### src/rtl/codificador_tx_hamming.sv
// Transmit side of the Hamming SECDED (8,4) link: encodes a 4-bit word, optionally
// injects an error mask, and shifts it out LSB first in a start/data/stop frame.
module codificador_tx_hamming #(
    parameter int CICLOS_POR_BIT = 4
) (
    input  logic       clk,
    input  logic       rst,
    input  logic [3:0] dato_in,
    input  logic [7:0] mascara_error,
    input  logic       valid_in,
    output logic       ready_out,
    output logic [7:0] palabra_tx,
    output logic       tx_serial,
    output logic       tx_busy,
    output logic       tx_done
);

    typedef enum logic [1:0] {IDLE, START, DATOS, STOP} estado_t;

    localparam logic [7:0] ULTIMO_CICLO = 8'(CICLOS_POR_BIT - 1);

    estado_t     estado_q, estado_d;
    logic [7:0]  cnt_q, cnt_d;
    logic [2:0]  indice_q, indice_d;
    logic [7:0]  palabra_q, palabra_d;
    logic        serial_q, serial_d;
    logic        ready_q, ready_d;
    logic        busy_q, busy_d;
    logic        done_q, done_d;
    logic [7:0]  codificada;
    logic        aceptar;
    logic        fin_bit;

    // Bit map {g0,w3,w2,w1,p2,w0,p1,p0}; g0 makes the overall parity even.
    always_comb begin
        codificada[0] = dato_in[0] ^ dato_in[1] ^ dato_in[3];
        codificada[1] = dato_in[0] ^ dato_in[2] ^ dato_in[3];
        codificada[2] = dato_in[0];
        codificada[3] = dato_in[1] ^ dato_in[2] ^ dato_in[3];
        codificada[4] = dato_in[1];
        codificada[5] = dato_in[2];
        codificada[6] = dato_in[3];
        codificada[7] = ^codificada[6:0];
    end

    assign aceptar = valid_in & ready_q;
    assign fin_bit = (cnt_q == ULTIMO_CICLO);

    always_ff @(posedge clk) begin
        if (rst) begin
            estado_q  <= IDLE;
            cnt_q     <= 8'd0;
            indice_q  <= 3'd0;
            palabra_q <= 8'h00;
            serial_q  <= 1'b1;
            ready_q   <= 1'b1;
            busy_q    <= 1'b0;
            done_q    <= 1'b0;
        end else begin
            estado_q  <= estado_d;
            cnt_q     <= cnt_d;
            indice_q  <= indice_d;
            palabra_q <= palabra_d;
            serial_q  <= serial_d;
            ready_q   <= ready_d;
            busy_q    <= busy_d;
            done_q    <= done_d;
        end
    end

    always_comb begin
        estado_d  = estado_q;
        cnt_d     = cnt_q;
        indice_d  = indice_q;
        palabra_d = palabra_q;
        unique case (estado_q)
            IDLE: begin
                cnt_d    = 8'd0;
                indice_d = 3'd0;
                if (aceptar) begin
                    palabra_d = codificada ^ mascara_error;
                    estado_d  = START;
                end
            end
            START: begin
                if (fin_bit) begin
                    cnt_d    = 8'd0;
                    indice_d = 3'd0;
                    estado_d = DATOS;
                end else begin
                    cnt_d = cnt_q + 8'd1;
                end
            end
            DATOS: begin
                if (fin_bit) begin
                    cnt_d = 8'd0;
                    if (indice_q == 3'd7) begin
                        estado_d = STOP;
                    end else begin
                        indice_d = indice_q + 3'd1;
                    end
                end else begin
                    cnt_d = cnt_q + 8'd1;
                end
            end
            STOP: begin
                if (fin_bit) begin
                    cnt_d    = 8'd0;
                    estado_d = IDLE;
                end else begin
                    cnt_d = cnt_q + 8'd1;
                end
            end
            default: estado_d = IDLE;
        endcase
    end

    // Outputs are computed from the next state so the registered copies line up with it.
    always_comb begin
        serial_d = 1'b1;
        ready_d  = (estado_d == IDLE);
        busy_d   = (estado_d != IDLE);
        done_d   = (estado_q == STOP) && (estado_d == IDLE);
        unique case (estado_d)
            START:   serial_d = 1'b0;
            DATOS:   serial_d = palabra_q[indice_d];
            default: serial_d = 1'b1;
        endcase
    end

    assign ready_out  = ready_q;
    assign tx_busy    = busy_q;
    assign tx_done    = done_q;
    assign tx_serial  = serial_q;
    assign palabra_tx = palabra_q;

endmodule

### config.mk
export PLATFORM = sky130hd
export DESIGN_NAME = codificador_tx_hamming
export DESIGN_NICKNAME = d
export VERILOG_FILES = /design/src/rtl/codificador_tx_hamming.sv
export SDC_FILE = /design/constraint.sdc
export NUM_CORES = 1
export LEC_CHECK = 0
export CAP_MARGIN = 20
export CORE_ASPECT_RATIO = 2
export CORE_MARGIN = 2
export CORE_UTILIZATION = 44
export DETAILED_ROUTE_END_ITERATION = 7
export GPL_TIMING_DRIVEN = 1
export PLACE_DENSITY = 0.74
export SYNTH_ARGS = -nofsm -noshare
export SYNTH_HDL_FRONTEND = slang
export SYNTH_SLANG_ARGS = --single-unit
### constraint.sdc
create_clock -name clk -period 2.37 [get_ports clk]
set_clock_uncertainty 0.1 [all_clocks]
set_input_delay 0.3555 -clock clk [delete_from_list [all_inputs] [get_ports clk]]
set_output_delay 0.3555 -clock clk [all_outputs]
set_load 0.005 [all_outputs]
# After elaboration in Yosys (flattened, before gate mapping)
# Index checks and enable logic that the tools add are counted.
# word_totals
ff_bits,25
wordCells,48
# op_classes
n_reduce_logical,7
n_mux,15
n_lt_le_gt_ge,1
n_addsub,2
n_bitwise,8
eq_ne,7
# ops
op,count
$pmux 8 s2,1
$mux 2,5
$mux 3,3
$pmux 3 s3,1
$add 8x1->8 const B,1
$eq 8x2->1 const B,1
$mux 8,1
$pmux 2 s4,1
$xor 8x8->8,1
$reduce_xor 7->1,1
$eq 2x2->1 const B,3
$xor 1x1->1,6
$eq 2x1->1 const B,2
$logic_not 2->1,2
$lt 3x4->1 const B,1
$add 3x1->3 const B,1
$bmux 1 s3,1
$eq 3x3->1 const B,1
$reduce_or 3->1,1
$pmux 1 s2,1
$reduce_and 2->1,1
$reduce_bool 2->1,1
$and 1x1->1,1
$logic_and 1x1->1,1
$mux 1,1

# Longest topological paths before layout
# depth
word_depth,7
mapped_depth,9

# Least setup slack after synthesis
# Ideal clock, no wire load.
# synth_timing
path_type,reg2reg
startpoint,register cnt_q[5]
endpoint,register serial_q (netlist: tx_serial)
t_required_ns,2.196
slack_ns,-0.109
n_path_buf,1
arrival_time_ns,2.305
path_stages_with_launch,9
path_cell_list,dfxtp_1 or4_4 or3_1 buf_2 nor4_4 o21a_1 a211oi_1 a311o_1 a31oi_1
# synth_via
elab_chain_len,6
elab_cells_between_ends,13
# synth_rtl
item,line,rtl
start: declaration,23,"logic [7:0] cnt_q, cnt_d;"
start signal: assignment,61,cnt_q <= cnt_d;
$eq 8x2->1 *,47,assign fin_bit = (cnt_q == ULTIMO_CICLO);
$mux 3 (on tied branches),"95, 86",
$pmux 3 s3,76,unique case (estado_q)
$bmux 1 s3,126,DATOS: serial_d = palabra_q[indice_d];
$mux 1 (implied by the code),126,
$pmux 1 s2 *,124,unique case (estado_d)
end signal: assignment,64,serial_q <= serial_d;
end: declaration,26,"logic serial_q, serial_d;"
# Mark *: on every way between the ends. The rest lies on a longest branch, timed or not. The select of a mux whose other input is x is not followed.
# A chain may end at the register's enable or synchronous reset.

# Final worst setup path
# Same ends and word-level chain as after synthesis.

==> tab_implementation.tex <==
\begin{tabular}{lr}
\hline
Metric & Value \\
\hline
\multicolumn{2}{l}{\textbf{Placement}} \\
\quad Detailed-placement wirelength estimate & 2193 um \\
\quad Port Buf Inserts & 26 \\
\quad GP Congestion & 0.9002 \\
\quad Dpl cell area & around 1500 um2 \\
\multicolumn{2}{l}{\textbf{Logic synthesis}} \\
\quad Number of unique standard cell types used by synthesis & 30 \\
\quad Proportion of netlist area held by the largest area contributor & 42.33\% \\
\quad Count of state elements after synthesis & 25 \\
\quad Sequential-to-total area share from yosys stat & 42.33\% \\
\quad Cell count after synthesis & 132 \\
\quad Cell area after synthesis & 1182 um2 \\
\quad Cell types with the largest area share after synthesis & sky130\_fd\_sc\_hd\_\_dfxtp\_1 (42\%), sky130\_fd\_sc\_hd\_\_xnor2\_1 (11\%), sky130\_fd\_sc\_hd\_\_nor2\_1 (7.6\%), sky130\_fd\_sc\_hd\_\_a211oi\_1 (6.3\%), sky130\_fd\_sc\_hd\_\_xor2\_1 (4.4\%) \\
\quad Area leader, netlist & sky130\_fd\_sc\_hd\_\_dfxtp\_1 \\
\quad Syn\_nets & around 150 \\
\quad Post-Synthesis Mean Instance Area & 8.957 um2 \\
\quad Synth warnings & 0 \\
\multicolumn{2}{l}{\textbf{Clock tree}} \\
\quad Clk Latency, worst-skew pair & 0.28 ns \\
\quad Max Buffers Root-to-Sink & 2 \\
\quad Number of buffers inserted by hold repair at cts & 0 \\
\quad Clock edge transition at the registers on the reported setup and hold paths & 0.09 ns \\
\quad Clock buffers created by TritonCTS & 3 \\
\quad Clock tree from TritonCTS & done \\
\quad CTS Sinks & 25 \\
\quad Number of H-tree branching levels & 1 \\
\quad CTS Root Cell & sky130\_fd\_sc\_hd\_\_clkbuf\_8 \\
\multicolumn{2}{l}{\textbf{Setup path}} \\
\quad Type of destination of the critical path & register \\
\quad R2R depth & 7 \\
\quad Critical-path maximum fanout & 5 \\
\quad Crit path largest cell delay & around 0.57 ns \\
\quad Category of the critical setup timing path & register to register \\
\quad WP data arrival & around 2.6 ns \\
\quad Highest-delay cell along the critical path & sky130\_fd\_sc\_hd\_\_or4\_4 \\
\quad R2r setup slk & -0.10 ns \\
\quad Worst reg2reg endpoint & tx\_serial \\
\quad Data required time of the worst path & roughly 2.5 ns \\
\quad Kind of start point of the critical path & register \\
\quad Reg2Reg Launch Point & cnt\_q[5] \\
\quad Cell chain of the critical path & or4\_4, o41ai\_4, nand2\_1, a22oi\_2, a211oi\_2, a311o\_1, a31oi\_1 \\
\multicolumn{2}{l}{\textbf{Power}} \\
\quad Fraction of power spent switching nets & 25.31\% \\
\quad Total power density per cell area & 533.7 nW/um2 \\
\quad Total power of the final layout & between 800 and 900 uW \\
\quad Max VDD drop & 0.0005204 V \\
\quad Cell internal pwr & 665.3 uW \\
\quad Flop pwr share & 52.2\% \\
\quad Clock share of power & around 29\% \\
\quad Proportion of power drawn by combinational gates & 19.2\% \\
\quad Switching power summed over all nets & approximately 230 uW \\
\quad Static leakage & around 0.6 nW \\
\multicolumn{2}{l}{\textbf{GRT}} \\
\quad Number of global-route vias before repair & 1132 \\
\quad Total Routing Usage GR & between 20\% and 30\% \\
\quad Pin count of the biggest net entering global routing & 17 \\
\quad Total overflow reported by the global router & 0 \\
\quad Initial antenna violation count & 0 \\
\quad Global-route wire length before repair & 4616 um \\
\multicolumn{2}{l}{\textbf{STA}} \\
\quad Highest achievable clock rate & 404.7 MHz \\
\quad Count of pins over their slew limit & 0 \\
\quad Worst-case setup margin in the final layout & -0.1010 ns \\
\quad Slew at the pin closest to its max-slew limit & roughly 0.4 ns \\
\quad Worst rel slew slack & 73.24\% \\
\quad Final number of hold-violating endpoints & 0 \\
\quad RSZ-0062 raised after global routing & yes \\
\quad Period minus WS final & 2.471 ns \\
\quad Worst hold slack across all endpoints & roughly 0.43 ns \\
\quad Number of endpoints failing setup at the final stage & 1 \\
\quad Fin crit share & 104.3\% \\
\multicolumn{2}{l}{\textbf{Job}} \\
\quad Number of maximum-capacitance violations & 0 \\
\multicolumn{2}{l}{\textbf{Cells and area}} \\
\quad Most common cell after layout, fill and taps aside & sky130\_fd\_sc\_hd\_\_clkdlybuf4s50\_1 \\
\quad Area delta synth->final & 41.16\% \\
\quad Ratio of cells with drive above 1 in the final layout & 18.34\% \\
\quad Number of nets in the finished design & 187 \\
\quad Final standard cell utilization of the core & 64.95\% \\
\quad Fin area & roughly 1700 um2 \\
\quad Total of fill cells in the finished design & 215 \\
\quad Number of antenna cells inserted & 0 \\
\quad Most frequent cells in the layout & sky130\_fd\_sc\_hd\_\_clkdlybuf4s50\_1 (26), sky130\_fd\_sc\_hd\_\_dfxtp\_1 (23), sky130\_fd\_sc\_hd\_\_nor2\_1 (22), sky130\_fd\_sc\_hd\_\_xnor2\_1 (15), sky130\_fd\_sc\_hd\_\_buf\_4 (12) \\
\multicolumn{2}{l}{\textbf{Die}} \\
\quad Die boundary height & 77.31 um \\
\quad Floorplan row count & 26 \\
\quad Total I/O pin count & 27 \\
\quad Effective utilization at floorplan & a little under half \\
\quad Placeable core region & around 2600 um2 \\
\quad Chip Width & 40.66 um \\
\quad Area enclosed by the die boundary & 3143 um2 \\
\multicolumn{2}{l}{\textbf{Drt}} \\
\quad DRC viols & 0 \\
\quad DRC marker count from the first detailed-route iteration & 14 \\
\quad Via density per instance & 5.543 \\
\quad Overall via count from detail\_route & 1092 \\
\quad Drt wl/cell & 14.46 um \\
\quad Number of iterations in the first detailed-routing pass & 4 \\
\quad Antenna viol nets, final & 0 \\
\quad Final routed wirelength across all metal layers & 2849 um \\
\multicolumn{2}{l}{\textbf{Hold path}} \\
\quad Destination of the worst hold path & cnt\_q[2] \\
\quad Number of cells on the worst hold path & 2 \\
\quad Hold Startpoint & cnt\_q[2] \\
\quad Type of the most critical hold path & register to register \\
\multicolumn{2}{l}{\textbf{Status}} \\
\quad Violated checks & setup timing \\
\quad Result of the run & finished, violations left \\
\hline
\end{tabular}
[power by group through the flow]
stage | Combinational (mW) | Sequential [mW] | Clock (mW)
floorplan | 0.0786 | 0.471 | 0
global placement | 0.166 | 0.475 | 0
detailed placement | 0.170 | 0.473 | 0
CTS | 0.172 | 0.464 | 0.259
global route | 0.188 | 0.468 | 0.279
finish | 0.171 | 0.465 | 0.255
[synthesized netlist by cell type]
| library cell | n |
|---|---|
| sky130_fd_sc_hd__dfxtp_1 | 25 |
| sky130_fd_sc_hd__nor2_1 | 24 |
| sky130_fd_sc_hd__xnor2_1 | 15 |
| sky130_fd_sc_hd__a211oi_1 | 10 |
| sky130_fd_sc_hd__nand2_1 | 6 |
| sky130_fd_sc_hd__xor2_1 | 6 |
| sky130_fd_sc_hd__nand3_1 | 5 |
| sky130_fd_sc_hd__and3_1 | 4 |
| sky130_fd_sc_hd__clkbuf_1 | 4 |
| sky130_fd_sc_hd__nand2b_1 | 3 |
| sky130_fd_sc_hd__nor3_1 | 3 |
| sky130_fd_sc_hd__a21oi_1 | 2 |
| sky130_fd_sc_hd__a22oi_1 | 2 |
| sky130_fd_sc_hd__a311o_1 | 2 |
| sky130_fd_sc_hd__ha_1 | 2 |
| sky130_fd_sc_hd__inv_1 | 2 |
| sky130_fd_sc_hd__o21a_1 | 2 |
| sky130_fd_sc_hd__o21ai_0 | 2 |
| sky130_fd_sc_hd__o41ai_1 | 2 |
| sky130_fd_sc_hd__a21boi_1 | 1 |
| sky130_fd_sc_hd__a21o_1 | 1 |
| sky130_fd_sc_hd__a221oi_1 | 1 |
| sky130_fd_sc_hd__a31oi_1 | 1 |
| sky130_fd_sc_hd__and2_1 | 1 |
| sky130_fd_sc_hd__buf_1 | 1 |
| sky130_fd_sc_hd__buf_2 | 1 |
| sky130_fd_sc_hd__nor3b_1 | 1 |
| sky130_fd_sc_hd__nor4_4 | 1 |
| sky130_fd_sc_hd__or3_1 | 1 |
| sky130_fd_sc_hd__or4_4 | 1 |
[critical path: cells and delay by family, from the launching register on]
family | cells | cell delay [ns]
AOI/OAI and AO/OA | 5 | 1.26
and+or+nand+nor | 2 | 0.72
DFF | 1 | 0.33
[stage by stage]
step	setup WS, ns	cells	setup TNS [ns]
final	-0.1010	197	-0.1010
after global routing	-0.1893	197	-0.2086
after CTS	-0.1188	196	-0.1188
after detailed placement	-0.1818	190	-0.1818
after global placement	-0.01725	190	-0.01725
after floorplan	0.01325	132	0
[worst max path at each step]
stage,to,cells past startpoint,startpoint
after global routing,tx_serial,7,cnt_q[5]
after global placement,tx_serial,7,cnt_q[5]
final,tx_serial,7,cnt_q[5]
after detailed placement,tx_serial,7,cnt_q[5]
after CTS,tx_serial,7,cnt_q[7]
after floorplan,tx_serial,7,cnt_q[5]
[flip-flops by register name, indices dropped and copies added, names as in the netlist]
register,flops
ready_out,1
tx_busy,1
tx_done,1
indice_q,3
palabra_tx,8
tx_serial,1
estado_q,2
cnt_q,8
[cell type report]
cell class | count | area, um2 | share of cell area (%)
multi-input cells | 99 | 715.7 | 42.88
clock inverters | 1 | 5.005 | 0.2999
clock buffers | 3 | 41.29 | 2.474
repair buffers | 39 | 361.6 | 21.66
flip-flops and latches | 25 | 503.0 | 30.13
well taps | 28 | 35.03 | 2.099
inverters | 2 | 7.507 | 0.4498
[timing repair]
item / 4_1_cts / 5_1_grt
endpoints found under the setup margin: 1 / 4
resized for setup: 5 / 8
buffers inserted: 2 / 1
pin swaps: 6 / 6
[metal layers]
layer	track usage [%]	vias to the layer above	wire [um]	share of wire, %
li1	-	536	-	-
met5	0	-	0	0
met4	12.33	0	87	3.1
met1	18.36	520	949	33
met2	38.89	29	1708	60
met3	4.624	7	103	3.6
[logic make-up after synthesis]
kind of cell | count (synthesis) | synth area share (%)
AOI/OAI and AO/OA | 26 | 16.30
buffers and inverters | 8 | 2.645
and+or+nand+nor | 50 | 21.06
DFF | 25 | 42.33
adders and majority gates | 2 | 2.116
xor gates and xnor gates | 21 | 15.56
No activity file was read; power rests on OpenSTA's default activity.
==> variant (config.mk and constraints unchanged) <==
Make the reset (`rst`) asynchronous in one clocked block.
--- a/src/rtl/codificador_tx_hamming.sv
+++ b/src/rtl/codificador_tx_hamming.sv
@@ -46,7 +46,7 @@
     assign aceptar = valid_in & ready_q;
     assign fin_bit = (cnt_q == ULTIMO_CICLO);
 
-    always_ff @(posedge clk) begin
+    always_ff @(posedge clk or posedge rst) begin
         if (rst) begin
             estado_q  <= IDLE;
             cnt_q     <= 8'd0;
Formal check against the unedited RTL: differs if rst is asserted again (counterexample within 4 cycles, from zero or initial values and one cycle with rst high); with rst held inactive, the same outputs for 10 cycles.
==> variant against the unedited design <==
Cell area increased by 6.4%. Wire length grew 19%. Area after synthesis rose by 16%. Synthesized cell count up 0.76%. Sequential cell count is the same. Critical path depth shrank 1. Global-route usage fell by 0.35 points. Count of clock-buffer cells in the layout rose by 1. Worst hold slack got worse by 160 ps. Setup slack gained 200 ps. Maximum frequency up 9.0%.
Power is not compared: it rests on default switching activity, and its combinational part moved more than twofold at a synthesized area within 25%.
==> variant: results (changes against the unedited design) <==
- R2R Path Start: cnt_q[4]$_DFF_PP0_
- Placed cells: 196 (+3.2%)
- Filler cell count: 256 (+19%)
- Post-DP Area: 0.00172 mm^2 (+12%)
- Reg2reg path depth: 6 (-1)
- Gr usage total: 21.0% (-0.35 points)
- Max-Slew Margin vs Limit: 70.5% (-2.7 points)
- Min-delay worst type: input port to async pin
- Share of post-route cells with drive strength above 1: 17.6% (-0.70 points)
- Total nets after synthesis: 150 (+0.67%)
- Vias in the first global route: 1197 (+5.7%)
- Status: finished clean
- DR vias/cell: 5.79 (+4.5%)
- Mean area per synthesized cell: 10.3 um^2 (+15%)
- Routed len/inst: 16.9 um (+17%)
- Reg-to-reg slack, setup: 100 ps (+200 ps)
- Placer congestion estimate: 0.851 (-5.5%)
- Post-DP HPWL: 2.71 mm (+24%)
- First-pass GRT wire length: 5.61 mm (+22%)
- Drt first-iter violations: 23 (+9)
- Post-synth top cells: 23 x dfrtp_1, 18 x nor2_1, 16 x xnor2_1, 10 x a21oi_1, 9 x nand3_1
- Nets: 188 (+0.53%)
- FFs w/ async S/R, synth: 100% (+100 points)
- WHS: 272 ps (-157 ps)
- Worst-path maximum fanout: 6 (+1)
- Seq/Total Area, Yosys: 45.9% (+3.6 points)
- Synth cell types: 37 (+23%)
[variant: changes by cell type in the layout (fill, tap and decap cells not counted), sizes merged, moves of 3 or more]
cell | before | now
dfrtp | 0 | 23
nand2b | 3 | 0
a21oi | 2 | 10
nand3 | 5 | 10
dfxtp | 25 | 0
buf | 13 | 10
nor3 | 3 | 0
a211oi | 10 | 0
nand4 | 0 | 6
nor2 | 24 | 18
o311ai | 0 | 5
[variant: power breakdown]
group	internal [mW]	switching, mW	total (mW)	leakage (nW)
registers	0.574	0.137	0.712	0.312
logic	0.386	0.319	0.705	0.427
clock network	0.121	0.144	0.265	0.0228
[variant: worst max path at each step]
stage	endpoint	slack, ps
floorplan	tx_serial$_DFF_PP1_	80
global placement	tx_serial$_DFF_PP1_	100
detailed placement	tx_serial$_DFF_PP1_	-30
CTS	tx_serial$_DFF_PP1_	20
global route	tx_serial$_DFF_PP1_	10
finish	tx_serial$_DFF_PP1_	100
[variant: cell families (layout without fill, tap and decap cells)]
group           Yosys count  after routing  share of synthesized area, %
fa+ha+maj                 2              2                          1.83
buf+inv                   7             44                          2.47
simple gates             57             57                          24.1
compound gates           21             21                          12.3
flops                    25             25                          45.9
xor+xnor                 21             21                          13.4
[variant: per-layer routing]
metal	GRT usage, %	vias up	routed length, um
met1	20.6	567	1120
met4	11.6	0	102
met3	2.17	9	88
met5	0	-	0
li1	-	549	-
met2	39.5	33	2080
[variant: critical path, cell delays in order (launching register included)]
cell,delay (ps)
dfrtp_1,440
or4_4,590
o311ai_1,340
nand3_2,170
a2111o_1,410
nand4_1,90
a21oi_1,60
[variant: final cells by class]
type	instances	share of cell area (%)
inverters	4	0.846
flip-flops and latches	25	35.4
clock buffers	4	2.54
multi-input cells	101	40.2
repair buffers	36	18.9
well taps	30	2.11
